$ cat config.mk
export PLATFORM = sky130hd
export DESIGN_NAME = assoc_cache
export DESIGN_NICKNAME = d
export VERILOG_FILES = /design/src/rtl/cache_pkg.sv /design/src/rtl/cache_lru.sv /design/src/rtl/assoc_cache.sv
export SDC_FILE = /design/constraint.sdc
export NUM_CORES = 1
export LEC_CHECK = 0
export BUFFER_PORTS_ARGS = -buffer_cell sky130_fd_sc_hd__buf_2
export CELL_PAD_IN_SITES_DETAIL_PLACEMENT = 0
export CELL_PAD_IN_SITES_GLOBAL_PLACEMENT = 1
export CORE_MARGIN = 8
export CORE_UTILIZATION = 45
export CTS_BUF_LIST = sky130_fd_sc_hd__clkbuf_2
export CTS_CLUSTER_DIAMETER = 120
export DETAILED_ROUTE_END_ITERATION = 16
export PLACE_DENSITY_LB_ADDON = 0.1
export SKIP_CTS_REPAIR_TIMING = 1
export SLEW_MARGIN = 20
export SYNTH_ARGS = -nofsm -noshare
export SYNTH_HDL_FRONTEND = slang
export SYNTH_SLANG_ARGS = --single-unit
$ cat constraint.sdc
create_clock -name clk -period 3.35 [get_ports clk]
set_input_delay 0.67 -clock clk [delete_from_list [all_inputs] [get_ports clk]]
set_output_delay 0.67 -clock clk [all_outputs]
set_load 0.01 [all_outputs]
$ cat src/rtl/cache_pkg.sv
// Shared types and width helpers for the set-associative cache.
// The counter width and index/tag/age widths are derived here once.
package cache_pkg;

    typedef enum logic [1:0] {
        IDLE,
        LOOKUP,
        MEM_WAIT,
        RESP
    } state_t;

    localparam int CNT_W = 16;

    function automatic int idx_w(input int sets);
        return $clog2(sets);
    endfunction

    function automatic int tag_w(input int addr_w, input int sets);
        return addr_w - $clog2(sets);
    endfunction

    function automatic int age_w(input int ways);
        return $clog2(ways);
    endfunction

endpackage

$ cat src/rtl/cache_lru.sv
// True-LRU age update and victim choice for one set.
// Age 0 is most recent; the way at age WAYS-1 is least recent.
module cache_lru
    import cache_pkg::*;
#(
    parameter int WAYS = 2,
    parameter int AGW  = age_w(WAYS)
) (
    input  logic [WAYS-1:0][AGW-1:0] ages,
    input  logic [WAYS-1:0]          valid,
    input  logic [AGW-1:0]           way,
    output logic [WAYS-1:0][AGW-1:0] new_ages,
    output logic [AGW-1:0]           victim
);

    localparam logic [AGW-1:0] OLDEST = AGW'(WAYS - 1);

    always_comb begin
        new_ages = ages;
        for (int w = 0; w < WAYS; w++) begin
            if (AGW'(w) == way) begin
                new_ages[w] = '0;
            end else if (ages[w] < ages[way]) begin
                new_ages[w] = ages[w] + AGW'(1);
            end
        end
    end

    // Lowest invalid way wins over the LRU way.
    always_comb begin
        victim = '0;
        for (int w = WAYS - 1; w >= 0; w--) begin
            if (ages[w] == OLDEST) begin
                victim = AGW'(w);
            end
        end
        for (int w = WAYS - 1; w >= 0; w--) begin
            if (!valid[w]) begin
                victim = AGW'(w);
            end
        end
    end

endmodule

$ cat src/rtl/assoc_cache.sv
// Set-associative write-through, no-write-allocate cache with true LRU.
// One request in flight; misses and all writes go to backing memory.
module assoc_cache
    import cache_pkg::*;
#(
    parameter int ADDR_W = 8,
    parameter int DATA_W = 8,
    parameter int SETS   = 4,
    parameter int WAYS   = 2
) (
    input  logic              clk,
    input  logic              rst,
    input  logic              req_valid,
    output logic              req_ready,
    input  logic              req_we,
    input  logic [ADDR_W-1:0] req_addr,
    input  logic [DATA_W-1:0] req_wdata,
    input  logic              flush,
    output logic              resp_valid,
    output logic [DATA_W-1:0] resp_rdata,
    output logic              resp_hit,
    output logic              mem_req,
    output logic              mem_we,
    output logic [ADDR_W-1:0] mem_addr,
    output logic [DATA_W-1:0] mem_wdata,
    input  logic              mem_ack,
    input  logic [DATA_W-1:0] mem_rdata,
    output logic [CNT_W-1:0]  hit_cnt,
    output logic [CNT_W-1:0]  miss_cnt
);

    localparam int IW  = idx_w(SETS);
    localparam int TW  = tag_w(ADDR_W, SETS);
    localparam int AGW = age_w(WAYS);

    state_t state;

    logic [ADDR_W-1:0] r_addr;
    logic              r_we;
    logic [DATA_W-1:0] r_wdata;
    logic              r_hit;
    logic [AGW-1:0]    r_way;
    logic              flush_pend;
    logic              ready_q;

    logic [WAYS-1:0]           valid_mem [SETS];
    logic [WAYS-1:0][AGW-1:0]  age_mem   [SETS];
    logic [TW-1:0]             tag_mem   [SETS][WAYS];
    logic [DATA_W-1:0]         data_mem  [SETS][WAYS];

    logic [IW-1:0]            r_set;
    logic [TW-1:0]            r_tag;
    logic [WAYS-1:0]          match;
    logic                     hit;
    logic [AGW-1:0]           hit_way;
    logic [AGW-1:0]           lru_way;
    logic [AGW-1:0]           victim;
    logic [WAYS-1:0][AGW-1:0] new_ages;
    logic [WAYS-1:0][AGW-1:0] init_ages;

    assign r_set = r_addr[IW-1:0];
    assign r_tag = r_addr[ADDR_W-1:IW];

    // A flush arriving this cycle must block acceptance combinationally.
    assign req_ready = ready_q && !flush;

    always_comb begin
        init_ages = '0;
        for (int w = 0; w < WAYS; w++) begin
            init_ages[w] = AGW'(w);
        end
    end

    always_comb begin
        match = '0;
        for (int w = 0; w < WAYS; w++) begin
            match[w] = valid_mem[r_set][w] && (tag_mem[r_set][w] == r_tag);
        end
    end

    assign hit = $onehot(match);

    always_comb begin
        hit_way = '0;
        for (int w = 0; w < WAYS; w++) begin
            if (match[w]) begin
                hit_way = AGW'(w);
            end
        end
    end

    assign lru_way = (state == LOOKUP) ? hit_way : r_way;

    cache_lru #(
        .WAYS (WAYS),
        .AGW  (AGW)
    ) u_lru (
        .ages     (age_mem[r_set]),
        .valid    (valid_mem[r_set]),
        .way      (lru_way),
        .new_ages (new_ages),
        .victim   (victim)
    );

    always_ff @(posedge clk or negedge rst) begin
        if (!rst) begin
            state      <= IDLE;
            r_addr     <= '0;
            r_we       <= 1'b0;
            r_wdata    <= '0;
            r_hit      <= 1'b0;
            r_way      <= '0;
            flush_pend <= 1'b0;
            ready_q    <= 1'b0;
            resp_valid <= 1'b0;
            resp_rdata <= '0;
            resp_hit   <= 1'b0;
            mem_req    <= 1'b0;
            mem_we     <= 1'b0;
            mem_addr   <= '0;
            mem_wdata  <= '0;
            hit_cnt    <= '0;
            miss_cnt   <= '0;
            for (int s = 0; s < SETS; s++) begin
                valid_mem[s] <= '0;
                age_mem[s]   <= init_ages;
            end
        end else begin
            resp_valid <= 1'b0;
            if (state != IDLE && flush) begin
                flush_pend <= 1'b1;
            end
            unique case (state)
                IDLE: begin
                    if (flush || flush_pend) begin
                        flush_pend <= 1'b0;
                        ready_q    <= 1'b1;
                        for (int s = 0; s < SETS; s++) begin
                            valid_mem[s] <= '0;
                            age_mem[s]   <= init_ages;
                        end
                    end else if (req_valid && req_ready) begin
                        r_addr  <= req_addr;
                        r_we    <= req_we;
                        r_wdata <= req_wdata;
                        ready_q <= 1'b0;
                        state   <= LOOKUP;
                    end else begin
                        ready_q <= 1'b1;
                    end
                end
                LOOKUP: begin
                    r_hit <= hit;
                    r_way <= hit ? hit_way : victim;
                    if (!r_we && hit) begin
                        age_mem[r_set] <= new_ages;
                        resp_rdata     <= data_mem[r_set][hit_way];
                        resp_hit       <= 1'b1;
                        resp_valid     <= 1'b1;
                        state          <= RESP;
                    end else begin
                        mem_req   <= 1'b1;
                        mem_we    <= r_we;
                        mem_addr  <= r_addr;
                        mem_wdata <= r_wdata;
                        state     <= MEM_WAIT;
                    end
                end
                MEM_WAIT: begin
                    if (mem_ack) begin
                        mem_req    <= 1'b0;
                        mem_we     <= 1'b0;
                        resp_valid <= 1'b1;
                        state      <= RESP;
                        if (!r_we) begin
                            valid_mem[r_set][r_way] <= 1'b1;
                            age_mem[r_set]          <= new_ages;
                            resp_rdata              <= mem_rdata;
                            resp_hit                <= 1'b0;
                        end else begin
                            resp_rdata <= r_wdata;
                            resp_hit   <= r_hit;
                            if (r_hit) begin
                                age_mem[r_set] <= new_ages;
                            end
                        end
                    end
                end
                RESP: begin
                    if (resp_hit) begin
                        if (hit_cnt != '1) begin
                            hit_cnt <= hit_cnt + CNT_W'(1);
                        end
                    end else if (miss_cnt != '1) begin
                        miss_cnt <= miss_cnt + CNT_W'(1);
                    end
                    ready_q <= !(flush || flush_pend);
                    state   <= IDLE;
                end
            endcase
        end
    end

    // Tag/data storage carries no reset; valid bits guard its contents.
    always_ff @(posedge clk) begin
        if (state == MEM_WAIT && mem_ack) begin
            if (!r_we) begin
                tag_mem[r_set][r_way]  <= r_tag;
                data_mem[r_set][r_way] <= mem_rdata;
            end else if (r_hit) begin
                data_mem[r_set][r_way] <= r_wdata;
            end
        end
    end

endmodule

* After elaboration in Yosys (flattened, before gate mapping) *
Memories as Yosys holds them, arrays and structs flattened.
Cells that the tools add are included.

storage, ports and cells
  flip-flop bits (word level) = 99
  memory bits (writable) = 112
  input port bits = 30
  output and inout port bits = 61
  word-level logic and storage cells = 208
  memories = 2

cells by class
  $add $sub $neg = 5
  magnitude comparators = 10
  equal/unequal tests = 16
  mux-type cells = 94
  bitwise operators = 23
  reduce and logical (&&, ||, !) cells = 29

memory list
  name      depth  width  rd ports  clocked after memory_dff  write ports  RTL line           RTL
  data_mem  4      16     1         0                         1            assoc_cache.sv:49  logic [DATA_W-1:0] data_mem [SETS][WAYS];
  tag_mem   4      12     1         0                         1            assoc_cache.sv:48  logic [TW-1:0] tag_mem [SETS][WAYS];

operator list
  cell                                            count
  two-way mux 8 bit                               15
  two-way mux 1 bit                               49
  adder 16 x 1 -> 16 bit (second input constant)  2
  two-way mux 16 bit                              2
  != test 16 bit (second input constant)          2
  case mux 8 bit (2 select lines)                 2
  case mux 8 bit (3 select lines)                 1
  two-way mux 2 bit                               9
  AND reduction 3 bit                             6
  OR 1 bit                                        16
  equality test 6 bit                             2
  two-way mux 12 bit                              1
  != test 2 bit (second input constant)           6
  logical AND 1 bit                               10
  case mux 1 bit (2 select lines)                 5
  binary-select mux 2 bit (select 2 bit)          2
  bitwise mux 8 bit                               1
  demux 2 bit (select 2 bit)                      2
  demux 8 bit (select 1 bit)                      1
  OR 8 bit                                        1
  case mux 2 bit (4 select lines)                 1
  nonzero test 2 bit                              4
  demux 6 bit (select 1 bit)                      1
  two-way mux 6 bit                               1
  other kinds (24)                                35

* Logic depth before layout (Yosys ltp) *
  depth in word-level cells = 17
  depth in mapped cells = 10

* Modules after synthesis *
Synthesis repeated with hierarchy kept, for this count alone.

unflattened totals
  cell total of the unflattened synthesis = 680
  area, all modules = 9,444.1 µm²

modules (own cells, without submodules)
  module       instances  cells each  area each (µm²)  seq. area each (µm²)
  assoc_cache  1          675         9,416.5          5,845.6
  cache_lru    1          5           27.5             0.0

* Worst setup path after synthesis *
OpenSTA, ideal clock, no wires.

  path type = reg-to-reg
  start = register r_addr[0]
  end = register resp_rdata[0]
  library setup time = 125 ps
  arrival = 2,573 ps
  required time = 3,225 ps
  path slack = 652 ps
  stages on the path, launching flop included = 9
  path buffers = 1
  period minus slack after synthesis = 2,698 ps
  cells stage by stage = dfrtp_1 -> buf_6 -> mux4_1 -> xnor2_1 -> nand4_1 -> nor4_1 -> mux2i_4 -> a21oi_4 -> mux2_2

between the ends
  word-level cells in the longest chain between the ends = 12

RTL lines
  what                                                               RTL line            RTL
  start, declared                                                    assoc_cache.sv:38   logic [ADDR_W-1:0] r_addr;
  start signal, assigned                                             assoc_cache.sv:143  r_addr <= req_addr;
  branches (longest 12 deep; another with memory read (4 x 12 bit))  n/a
  end signal, assigned                                               assoc_cache.sv:157  resp_rdata <= data_mem[r_set][hit_way];
  end signal, assigned                                               assoc_cache.sv:178  resp_rdata <= mem_rdata;
  end signal, assigned                                               assoc_cache.sv:181  resp_rdata <= r_wdata;
  end, declared                                                      assoc_cache.sv:20   output logic [DATA_W-1:0] resp_rdata,

Parallel ways; which one is timed is not known. The select of a mux whose other input is x is not followed.
A chain may end at the register's enable or synchronous reset.

* Final worst setup path *
  start = register r_addr[0]
  end = register mem_wdata[2]

between the ends
  word-level cells in the longest chain between the ends = 10

RTL lines
  what                                                              RTL line            RTL
  branches (longest 5 deep; another with memory read (4 x 12 bit))  n/a
  adder 1 x 1 -> 2 bit (not written as such) *                      assoc_cache.sv:81   assign hit = $onehot(match);
  equality test 2 x 1 -> 1 bit *                                    assoc_cache.sv:81
  logical AND 1 bit *                                               assoc_cache.sv:155  if (!r_we && hit) begin
  inverter 1 bit (no line) *                                        n/a
  AND reduction 2 bit (no line) *                                   n/a
  end signal, assigned                                              assoc_cache.sv:165  mem_wdata <= r_wdata;
  end, declared                                                     assoc_cache.sv:25   output logic [DATA_W-1:0] mem_wdata,

Mark *: on every way between the ends. The select of a mux whose other input is x is not followed.

==> impl_metrics.json <==
{
  "initial_core_util": 0.4560,
  "ctsLongestPathBuffers": 3,
  "post_route_cells_drive_above_1_share": 0.3847,
  "synth_cell_type_count": 48,
  "flip_flop_and_latch_count_after_synthesis": 211,
  "fin_crit_sh": 0.9220,
  "gr-usage-all-layers": 0.1683,
  "synth_fp_nets": 645,
  "layout-area-overhead-vs-synth_pct": 16.26,
  "drc_violation_total_after_the_first_tritonroute_iteration": 277,
  "worstMarginPinSlew_ns": 0.7183,
  "placement_rows": 52,
  "pin_count_of_the_biggest_net_entering_global_routing": 45,
  "cp_max_fo": 17,
  "antenna_found_initial": 2,
  "share_of_synthesized_area_occupied_by_flip_flops_and_latches": 0.6356,
  "io_buffers": 90,
  "power_per_cell_area_nw_per_um2": 805.0,
  "cap_viol_max_count": 0,
  "grt_setup_unrepaired": "false",
  "worstPathRequired_ns": 4.01,
  "wl_per_cell_um": 19.55,
  "finalHoldViolCount": 0,
  "clock_sinks": 211,
  "clk_pin_slew_worst_paths_ns": 0.09,
  "postRouteWirelength_um": 21180,
  "setup_violations": 0,
  "synth.cell_area_um2": 9198,
  "global_route.overflow_total": 0,
  "holdWs_ns": 0.1164,
  "yosysTopAreaCell": "edfxtp_1",
  "worstPathArrival_ns": 3.74,
  "grt_pass1_vias": 6135,
  "die_h_um": 159.0,
  "tritoncts": "yes",
  "synth-edff-count": 112,
  "routability_congestion_estimate_from_global_placement": 0.7547,
  "worstSetupStartpointType": "flip-flop",
  "synth_area_leaders": "edfxtp_1, dfrtp_1, mux2_2, mux4_2, xnor2_1",
  "drc_errors": 0,
  "leakage_nw": 4.436,
  "num-nets-final": 802,
  "via_count": 5677,
  "cts-buffers-inserted": 55,
  "outcome": "complete, no violations",
  "synth_largest_type_area_fraction": 0.3657,
  "instance_count_of_the_mapped_netlist": 608,
  "synth_top_flop_cell": "edfxtp_1",
  "achievable-frequency_mhz": 323.8,
  "hpwlAfterDp_um": 14460,
  "die_area_um2": 25270,
  "core_um2": 20170,
  "max-vdd-ir-drop_mv": 0.4140,
  "slew_viol_final": 0,
  "final_antenna_net_count": 0,
  "setup.worst_path.end_class": "flip-flop",
  "die_width_um": 159.0,
  "synthesis.area_per_instance_um2": 15.13,
  "grt_first_pass_wirelength_um": 33890,
  "ys.warnings.count": 0,
  "maxSlewHeadroom": 0.5211,
  "cts_root_buffer": "clkbuf_2",
  "viasPerCell": 5.242,
  "worstSkewPairLatency_ns": 0.82,
  "dr.pass1.iters": 4,
  "fin_crit_ns": 3.089,
  "clock-skew-final_ns": 0.05088,
  "asyncSetResetFlopFracSynth": 0.4692,
  "min_delay_worst_type": "in2reg",
  "num_io_pins": 91,
  "h-tree-depth": 2,
  "totalNegativeSetupSlack_ns": 0,
  "fill_cells": 1781,
  "worstSetupPathType": "reg2reg"
}
==> path summary, 6_finish.rpt <==
check / start / endpoint / slack, ns / cells past startpoint
hold / removal: req_addr[3] / r_addr[3] / 0.12 / 2
setup reg to reg: r_addr[0] / mem_wdata[2] / 0.26 / 7
max in group asynchronous: rst / r_addr[0] / 2.26 / 3
hold reg to reg: valid_mem[5] / valid_mem[5] / 0.50 / 2
min in group asynchronous: rst / mem_wdata[6] / 0.35 / 2
setup / recovery: r_addr[0] / mem_wdata[2] / 0.26 / 7
==> routing by layer <==
layer	GRT usage	wire [um]
met5	0	0
met4	0.05918	390
met3	0.04137	1051
met2	0.2764	10390
met1	0.2144	9346
==> cells in the final DEF (no fill, tap or decap), types with 7 or more instances in the layout <==
| cell type | netlist | layout |
|---|---|---|
| buf_2 | 3 | 89 |
| edfxtp_1 | 112 | 112 |
| buf_4 | 1 | 31 |
| mux2i_1 | 29 | 29 |
| o21ai_0 | 12 | 12 |
| clkinv_1 | 0 | 12 |
| nand3_1 | 13 | 13 |
| mux4_2 | 26 | 26 |
| nand4_1 | 12 | 12 |
| clkbuf_2 | 0 | 86 |
| ha_1 | 7 | 7 |
| inv_1 | 13 | 13 |
| a21oi_1 | 10 | 10 |
| nor2_1 | 36 | 36 |
| xor2_1 | 8 | 8 |
| nand2_1 | 41 | 41 |
| mux2_2 | 53 | 53 |
| mux2_4 | 9 | 9 |
| dfrtp_1 | 95 | 93 |
| xnor2_1 | 37 | 37 |
| nor3_1 | 12 | 12 |
| and3_1 | 9 | 9 |
==> registers in the layout (all words and copies together), names as in the netlist, 2 cells and up <==
signal	count
data_mem	64
tag_mem	48
hit_cnt	16
miss_cnt	16
age_mem	8
mem_addr	8
mem_wdata	8
r_addr	8
r_wdata	8
resp_rdata	8
valid_mem	8
state	2
==> final cells by class <==
cell class / instances / area, um^2 / area share
clock buffers: 86 / 430.4 / 0.04025
clock inverters: 17 / 93.84 / 0.008776
repair buffers: 125 / 738.2 / 0.06904
multi-input cells: 359 / 3191 / 0.2984
flip-flops and latches: 211 / 5848 / 0.5469
inverters: 13 / 48.80 / 0.004564
well taps: 270 / 337.8 / 0.03159
diodes: 2 / 5.005 / 0.0004681
==> cell usage after synthesis, types with 2 or more instances <==
master	number
buf_2	3
buf_6	3
xor2_1	8
mux2i_1	29
nor2b_1	5
a21oi_1	10
mux4_2	26
a211o_1	2
a21boi_0	2
dfstp_2	4
nand2b_1	5
mux2_2	53
nor2_1	36
nand4_1	12
o2bb2ai_1	2
o22ai_1	3
ha_1	7
nand3_1	13
a41oi_1	2
nor3_1	12
dfrtp_1	95
a31oi_1	3
inv_1	13
xnor2_1	37
and3_1	9
and2_1	2
buf_1	4
nand2_1	41
o21ai_0	12
mux4_1	4
o31a_1	2
edfxtp_1	112
clkbuf_1	14
mux2_4	9
==> worst max-delay path: stages, from the launching register on <==
cell,delay [ns]
dfrtp_2,0.58
mux4_1,0.61
xnor2_1,0.15
nand4_1,0.20
o31a_1,0.37
mux2i_4,0.35
nand2_4,0.30
mux2_2,0.39
==> cells by family after synthesis <==
logic type	count (synthesis)	synth area share
flip-flops	211	0.6356
AND/OR/NAND/NOR	139	0.07101
XOR/XNOR	45	0.04285
adder cells (fa/ha/maj)	7	0.009522
buffers and inverters	38	0.01877
multiplexers	122	0.1887
AO/OA/AOI/OAI	46	0.03360
==> metrics by stage <==
stage | area (um^2) | total power [mW] | worst slack (ns) | utilization | cells
floorplan | 9198 | 5.906 | 0.6525 | - | 608
global placement | 10120 | 6.833 | 0.2414 | 0.5016 | 974
detailed placement | 10120 | 6.886 | 0.2078 | 0.5016 | 974
CTS | 10640 | 8.742 | 0.1840 | 0.5276 | 1077
global route | 10690 | 9.202 | 0.03606 | 0.5301 | 1083
finish | 10690 | 8.607 | 0.2614 | 0.5301 | 1083
==> power breakdown <==
| part | total (mW) | internal [mW] | leakage [nW] | switching, mW |
|---|---|---|---|---|
| clock network | 1.81 | 0.759 | 0.406 | 1.05 |
| registers | 3.84 | 3.31 | 2.29 | 0.531 |
| logic | 2.96 | 1.45 | 1.74 | 1.51 |
| total | 8.61 | 5.51 | 4.44 | 3.09 |
Power figures use the tool's default switching activity.
